## src/rtl/phase_gen_if.sv

```systemverilog
// Control/status bundle between the sampling controller (master) and phase_gen (slave).
interface phase_gen_if #(
    parameter int unsigned PHASES = 4,
    parameter int unsigned IDX_W  = 2,
    parameter int unsigned DIV_W  = 8
);
    logic              start;
    logic [DIV_W-1:0]  div;
    logic              mode;
    logic [PHASES-1:0] CLKout;
    logic [IDX_W-1:0]  phase_idx;
    logic              wrap;
    logic              busy;

    modport master (output start, div, mode, input CLKout, phase_idx, wrap, busy);
    modport slave  (input start, div, mode, output CLKout, phase_idx, wrap, busy);
endinterface

```

## src/rtl/phase_gen.sv

```systemverilog
// Multi-phase strobe generator with per-phase dwell and one-hot / two-hot patterns.
// Optional PHASE_GEN_GRACEFUL_STOP_EN: dropping start finishes the rotation via DRAIN.
module phase_gen #(
    parameter int unsigned PHASES = 4,
    parameter int unsigned IDX_W  = 2,
    parameter int unsigned DIV_W  = 8
) (
    input  logic CLKin,
    input  logic RSTin,
    phase_gen_if.slave bus
);

    typedef enum logic [1:0] {
        IDLE  = 2'd0,
        RUN   = 2'd1,
        DRAIN = 2'd2
    } state_t;

    state_t            state;
    logic [DIV_W-1:0]  cnt;
    logic [DIV_W-1:0]  div_l;
    logic              mode_l;
    logic [IDX_W-1:0]  idx_q;
    logic [PHASES-1:0] clk_out_q;
    logic              wrap_q;
    logic              busy_q;

    function automatic logic [IDX_W-1:0] next_idx(input logic [IDX_W-1:0] i);
        return (i == IDX_W'(PHASES - 1)) ? '0 : i + IDX_W'(1);
    endfunction

    function automatic logic [PHASES-1:0] pattern(input logic [IDX_W-1:0] i, input logic m);
        logic [PHASES-1:0] p;
        p = PHASES'(1) << i;
        if (m) p = p | (PHASES'(1) << next_idx(i));
        return p;
    endfunction

    logic [IDX_W-1:0] nidx;
    logic             last;
    logic             boundary;

    assign nidx     = next_idx(idx_q);
    assign last     = (idx_q == IDX_W'(PHASES - 1));
    assign boundary = (cnt == div_l);

    always_ff @(posedge CLKin) begin
        if (RSTin) begin
            state     <= IDLE;
            cnt       <= '0;
            div_l     <= '0;
            mode_l    <= 1'b0;
            idx_q     <= '0;
            clk_out_q <= '0;
            wrap_q    <= 1'b0;
            busy_q    <= 1'b0;
        end else begin
            wrap_q <= 1'b0;
            case (state)
                IDLE: begin
                    if (bus.start) begin
                        state     <= RUN;
                        div_l     <= bus.div;
                        mode_l    <= bus.mode;
                        idx_q     <= '0;
                        cnt       <= '0;
                        clk_out_q <= pattern('0, bus.mode);
                        busy_q    <= 1'b1;
                    end
                end
`ifdef PHASE_GEN_GRACEFUL_STOP_EN
                RUN, DRAIN: begin
                    if (!boundary) begin
                        cnt   <= cnt + DIV_W'(1);
                        state <= bus.start ? RUN : DRAIN;
                    end else if (last && (state == DRAIN || !bus.start)) begin
                        // drain-final boundary wins even if start was re-raised
                        state     <= IDLE;
                        cnt       <= '0;
                        div_l     <= '0;
                        mode_l    <= 1'b0;
                        idx_q     <= '0;
                        clk_out_q <= '0;
                        busy_q    <= 1'b0;
                        wrap_q    <= 1'b1;
                    end else begin
                        state <= bus.start ? RUN : DRAIN;
                        cnt   <= '0;
                        idx_q <= nidx;
                        if (last) begin
                            div_l     <= bus.div;
                            mode_l    <= bus.mode;
                            wrap_q    <= 1'b1;
                            clk_out_q <= pattern('0, bus.mode);
                        end else begin
                            clk_out_q <= pattern(nidx, mode_l);
                        end
                    end
                end
`else
                RUN: begin
                    if (!bus.start) begin
                        // abrupt stop: back to idle values, no wrap
                        state     <= IDLE;
                        cnt       <= '0;
                        div_l     <= '0;
                        mode_l    <= 1'b0;
                        idx_q     <= '0;
                        clk_out_q <= '0;
                        busy_q    <= 1'b0;
                    end else if (!boundary) begin
                        cnt <= cnt + DIV_W'(1);
                    end else begin
                        cnt   <= '0;
                        idx_q <= nidx;
                        if (last) begin
                            div_l     <= bus.div;
                            mode_l    <= bus.mode;
                            wrap_q    <= 1'b1;
                            clk_out_q <= pattern('0, bus.mode);
                        end else begin
                            clk_out_q <= pattern(nidx, mode_l);
                        end
                    end
                end
`endif
                default: begin
                    state     <= IDLE;
                    cnt       <= '0;
                    idx_q     <= '0;
                    clk_out_q <= '0;
                    busy_q    <= 1'b0;
                end
            endcase
        end
    end

    assign bus.CLKout    = clk_out_q;
    assign bus.phase_idx = idx_q;
    assign bus.wrap      = wrap_q;
    assign bus.busy      = busy_q;

endmodule

```

## src/flat_wrapper.sv

```systemverilog
// flat-port wrapper written by rule: the top's interface ports become plain ports
module phase_gen_flat 
#(
    parameter int unsigned PHASES = 4,
    parameter int unsigned IDX_W  = 2,
    parameter int unsigned DIV_W  = 8
)
  (CLKin, RSTin, bus_start, bus_div, bus_mode, bus_CLKout, bus_phase_idx, bus_wrap, bus_busy);
  phase_gen_if #(.PHASES(PHASES), .IDX_W(IDX_W), .DIV_W(DIV_W)) bus_i ();
  input  logic CLKin;
  input  logic RSTin;
  input wire logic [$bits(bus_i.start)-1:0] bus_start;
  input wire logic [$bits(bus_i.div)-1:0] bus_div;
  input wire logic [$bits(bus_i.mode)-1:0] bus_mode;
  output wire logic [$bits(bus_i.CLKout)-1:0] bus_CLKout;
  output wire logic [$bits(bus_i.phase_idx)-1:0] bus_phase_idx;
  output wire logic [$bits(bus_i.wrap)-1:0] bus_wrap;
  output wire logic [$bits(bus_i.busy)-1:0] bus_busy;
  assign bus_i.start = bus_start;
  assign bus_i.div = bus_div;
  assign bus_i.mode = bus_mode;
  assign bus_CLKout = bus_i.CLKout;
  assign bus_phase_idx = bus_i.phase_idx;
  assign bus_wrap = bus_i.wrap;
  assign bus_busy = bus_i.busy;
  phase_gen #(.PHASES(PHASES), .IDX_W(IDX_W), .DIV_W(DIV_W)) u_core (.CLKin(CLKin), .RSTin(RSTin), .bus(bus_i));
endmodule
```

## config.mk

```make
export PLATFORM = sky130hd
export DESIGN_NAME = phase_gen_flat
export DESIGN_NICKNAME = d
export VERILOG_FILES = /design/src/rtl/phase_gen_if.sv /design/src/rtl/phase_gen.sv /design/src/flat_wrapper.sv
export SDC_FILE = /design/constraint.sdc
export NUM_CORES = 1
export LEC_CHECK = 0
export BUFFER_PORTS_ARGS = -buffer_cell sky130_fd_sc_hd__buf_2
export CORE_MARGIN = 1.5
export CORE_UTILIZATION = 55
export CTS_CLUSTER_DIAMETER = 50
export CTS_CLUSTER_SIZE = 12
export DETAILED_ROUTE_END_ITERATION = 7
export MAX_ROUTING_LAYER = met4
export PLACE_DENSITY = 0.77
export SKIP_LAST_GASP = 1
export SLEW_MARGIN = 20
export SYNTH_ARGS = -nofsm -noshare
export SYNTH_HDL_FRONTEND = slang
export SYNTH_SLANG_ARGS = --single-unit
```

## constraint.sdc

```tcl
create_clock -name CLKin -period 2.1 [get_ports CLKin]
set_input_delay 0.63 -clock CLKin [delete_from_list [all_inputs] [get_ports CLKin]]
set_output_delay 0.63 -clock CLKin [all_outputs]
set_load 0.005 [all_outputs]
```

==> impl_metrics.tcl <==
set metrics [dict create \
    overflow 0 \
    clk_pin_slew_ps 140 \
    power_leakage_nw 0.6811 \
    cts_root_buf "sky130_fd_sc_hd__clkbuf_4" \
    synth_top_cell_by_area "sky130_fd_sc_hd__dfxtp_1" \
    buffers_inverters_on_critical_path 2 \
    die_area_sq_um 2804 \
    clock_tree_from_tritoncts "built" \
    ys_ff_latch 25 \
    timing.critical_path.mode_cell "sky130_fd_sc_hd__buf_4" \
    grt_first_pass_wirelength_microns 4698 \
    detailroute.via_count 1160 \
    worstHoldPathType "flop to flop" \
    num_antenna_cells 0 \
    number_of_search_and_repair_iterations_in_the_first_detailed_routing_pass 4 \
    gp_routability_congestion 0.8723 \
    max_clock_buf_depth 2 \
    cell_at_the_slowest_stage_of_the_critical_path "sky130_fd_sc_hd__dfxtp_1" \
    critPathMaxFanout 9 \
    fp.dieH_microns 52.96 \
    synth_top_cells_by_count "sky130_fd_sc_hd__dfxtp_1, sky130_fd_sc_hd__nand2_1, sky130_fd_sc_hd__a21oi_1" \
    cpPeakStageDelay_ps 390 \
    detail_route.drc_violations 0 \
    detail-route-antenna-nets 0 \
    synth.yosys.warnings 0 \
    port_buffers 19 \
    finalHoldViolations 0 \
    clock_net_sink_count 25 \
    fillCellCount 194 \
    die_w_microns 52.96 \
    layout.core_utilization_pct 67.62 \
    yosysSeqAreaShare_pct 36.46 \
    final-setup-viol-count 0 \
    final.min_clock_period_ps 1843 \
    grt_usage_pct 23.78 \
    fmax_mhz 542.7 \
    viasPerCell 5.631 \
    irDropWorstVdd_v 0.0005892 \
    report.final.slew_viol_count 0 \
    cp_capture_type "flop" \
    synth_cells 156 \
    timing.critical_path.max_delay_family "simple AND/OR/NAND/NOR gates" \
    startpoint_type "flop" \
    boundaryPins 20 \
    clk_latency_ps 320 \
    synth_largest_type_area_fraction_pct 36.46 \
    relative_slew_slack_pct 51.55 \
    outcome "completed" \
    finClkSkew_ps 6.573 \
    drive_above_1_share_pct 20.79 \
    critical_path_class "flop to flop" \
    rsz0062_at_grt "no" \
    yosys.cell_count.top_type "sky130_fd_sc_hd__dfxtp_1" \
    max_cap_violations 0 \
    synth_ff_type "sky130_fd_sc_hd__dfxtp_1" \
    wire_per_inst_microns 14.28 \
    min_period_over_period_pct 87.75 \
    pwr_density_cell_nw_per_um2 870.6 \
    detail_route.wirelength_microns 2942 \
    avgSynthCellArea_sq_um 8.799 \
    synth_top_cells_by_area "sky130_fd_sc_hd__dfxtp_1, sky130_fd_sc_hd__mux2i_1, sky130_fd_sc_hd__ha_1, sky130_fd_sc_hd__xor2_1, sky130_fd_sc_hd__nand2b_1" \
    drt_first_iter_violations 25 \
    arrival_ps 2110 \
    floorplan.core_area_sq_um 2276 \
    initial_utilization_pct 60.31 \
    tritoncts_buffers 3 \
    cp_cell_sequence "xor2_1 > nor4_2 > buf_4 > nand3_2 > a21oi_2 > buf_4 > mux2i_1" \
    std_cell_rows 17 \
    detailedPlacementHpwl_microns 2202 \
    grt_max_degree 22 \
    htreeDepth 1 \
    synthToLayoutAreaGrowth_pct 12.12 \
    design.final.nets 198 \
    synth.cell_area_sq_um 1373 \
    synth_fp_nets 175 \
    holdBufCountCts 0 \
    yosysUniqueCellTypes 35 \
    post_cts_resized 0 \
    final.setup.tns_ps 0 \
    postCtsSetupBuffers 0 \
    synth_edf_count 0 \
    worstMarginPinSlew_ps 726.8 \
    grt_antenna_before_repair 0 \
    critPathRequiredTime_ps 2360 \
    first_global_vias 1038 \
    asyncSetResetFlopFracSynth_pct 0 \
]
[worst min-delay path: stages, from the launching register on]
cell	delay (ps)
sky130_fd_sc_hd__dfxtp_1	340
sky130_fd_sc_hd__nand2b_1	60
sky130_fd_sc_hd__mux2i_1	60
[sequential cells by signal, indices dropped and copies added, names as in the netlist]
signal / cells
u_core.cnt: 8
u_core.div_l: 8
u_core.bus.CLKout: 4
u_core.bus.phase_idx: 2
u_core.bus.wrap: 1
u_core.mode_l: 1
u_core.state: 1
[through the flow]
| stage | hold WS, ps | cells | total power (W) | setup WS [ps] | cell area, sq um |
|---|---|---|---|---|---|
| 2_1_floorplan | 460.3 | 156 | 0.0009722 | 338.7 | 1373 |
| 4_1_cts | 500.0 | 206 | 0.001346 | 249.3 | 1539 |
| 3_5_place_dp | 471.8 | 202 | 0.001122 | 149.5 | 1509 |
| 5_1_grt | 512.3 | 206 | 0.001420 | 154.1 | 1539 |
| 6_report | 489.8 | 206 | 0.001340 | 257.3 | 1539 |
| 3_3_place_gp | 459.2 | 202 | 0.001103 | 245.7 | 1509 |
[final timing paths]
kind / slack [ps] / start / endpoint / cells after the start
worst max register to register: 260 / u_core.cnt[1]$_SDFFE_PP0P_ / u_core.div_l[3]$_SDFFE_PP0P_ / 7
worst min register to register: 490 / u_core.bus.CLKout[3]$_SDFFE_PP0P_ / u_core.bus.CLKout[3]$_SDFFE_PP0P_ / 2
worst min-delay path: 490 / u_core.bus.CLKout[3]$_SDFFE_PP0P_ / u_core.bus.CLKout[3]$_SDFFE_PP0P_ / 2
worst max-delay path: 260 / u_core.cnt[1]$_SDFFE_PP0P_ / u_core.div_l[3]$_SDFFE_PP0P_ / 7
[per-layer routing]
| metal | up-vias | routed length [microns] | GRT usage, % |
|---|---|---|---|
| li1 | 586 | - | - |
| met1 | 543 | 1403 | 31.64 |
| met2 | 29 | 1395 | 36.67 |
| met3 | 2 | 125 | 5.085 |
| met4 | 0 | 18 | 6.410 |
| met5 | - | 0 | - |
[kinds of logic after synthesis]
group,count (synthesis),synth area share (%)
buffers and inverters,11,3.646
AO/OA/AOI/OAI,27,12.12
multiplexers,12,8.934
flip-flops,25,36.46
adder cells (fa/ha/maj),7,6.381
XOR/XNOR,14,8.933
AND/OR/NAND/NOR,60,23.52
[final cells by class]
cell class / count / area (sq um) / area share [%]
multi-input cells: 120 / 822.0 / 53.41
clock inverters: 1 / 7.507 / 0.4878
well taps: 28 / 35.03 / 2.276
inverters: 5 / 18.77 / 1.220
repair buffers: 24 / 132.6 / 8.618
clock buffers: 3 / 22.52 / 1.463
flip-flops and latches: 25 / 500.5 / 32.52
[cell usage in the layout (no fill, tap or decap), drive strengths merged, types with 3 or more instances in the layout]
cell    count
a21oi      13
buf        24
clkbuf      3
dfxtp      25
ha          7
inv         5
mux2i      10
nand2      16
nand2b     10
nand3       5
nand4       5
nor2        8
nor3        7
nor4        3
o21ai       6
xnor2       4
xor2       10
[where the power goes]
group          switching [W]  total (W)  leakage, nW  internal [W]
sequential         0.0000601   0.000597        0.204      0.000537
clock               0.000150   0.000223       0.0139     0.0000729
combinational       0.000293   0.000521        0.463      0.000227
(Power assumes the default switching activity.)
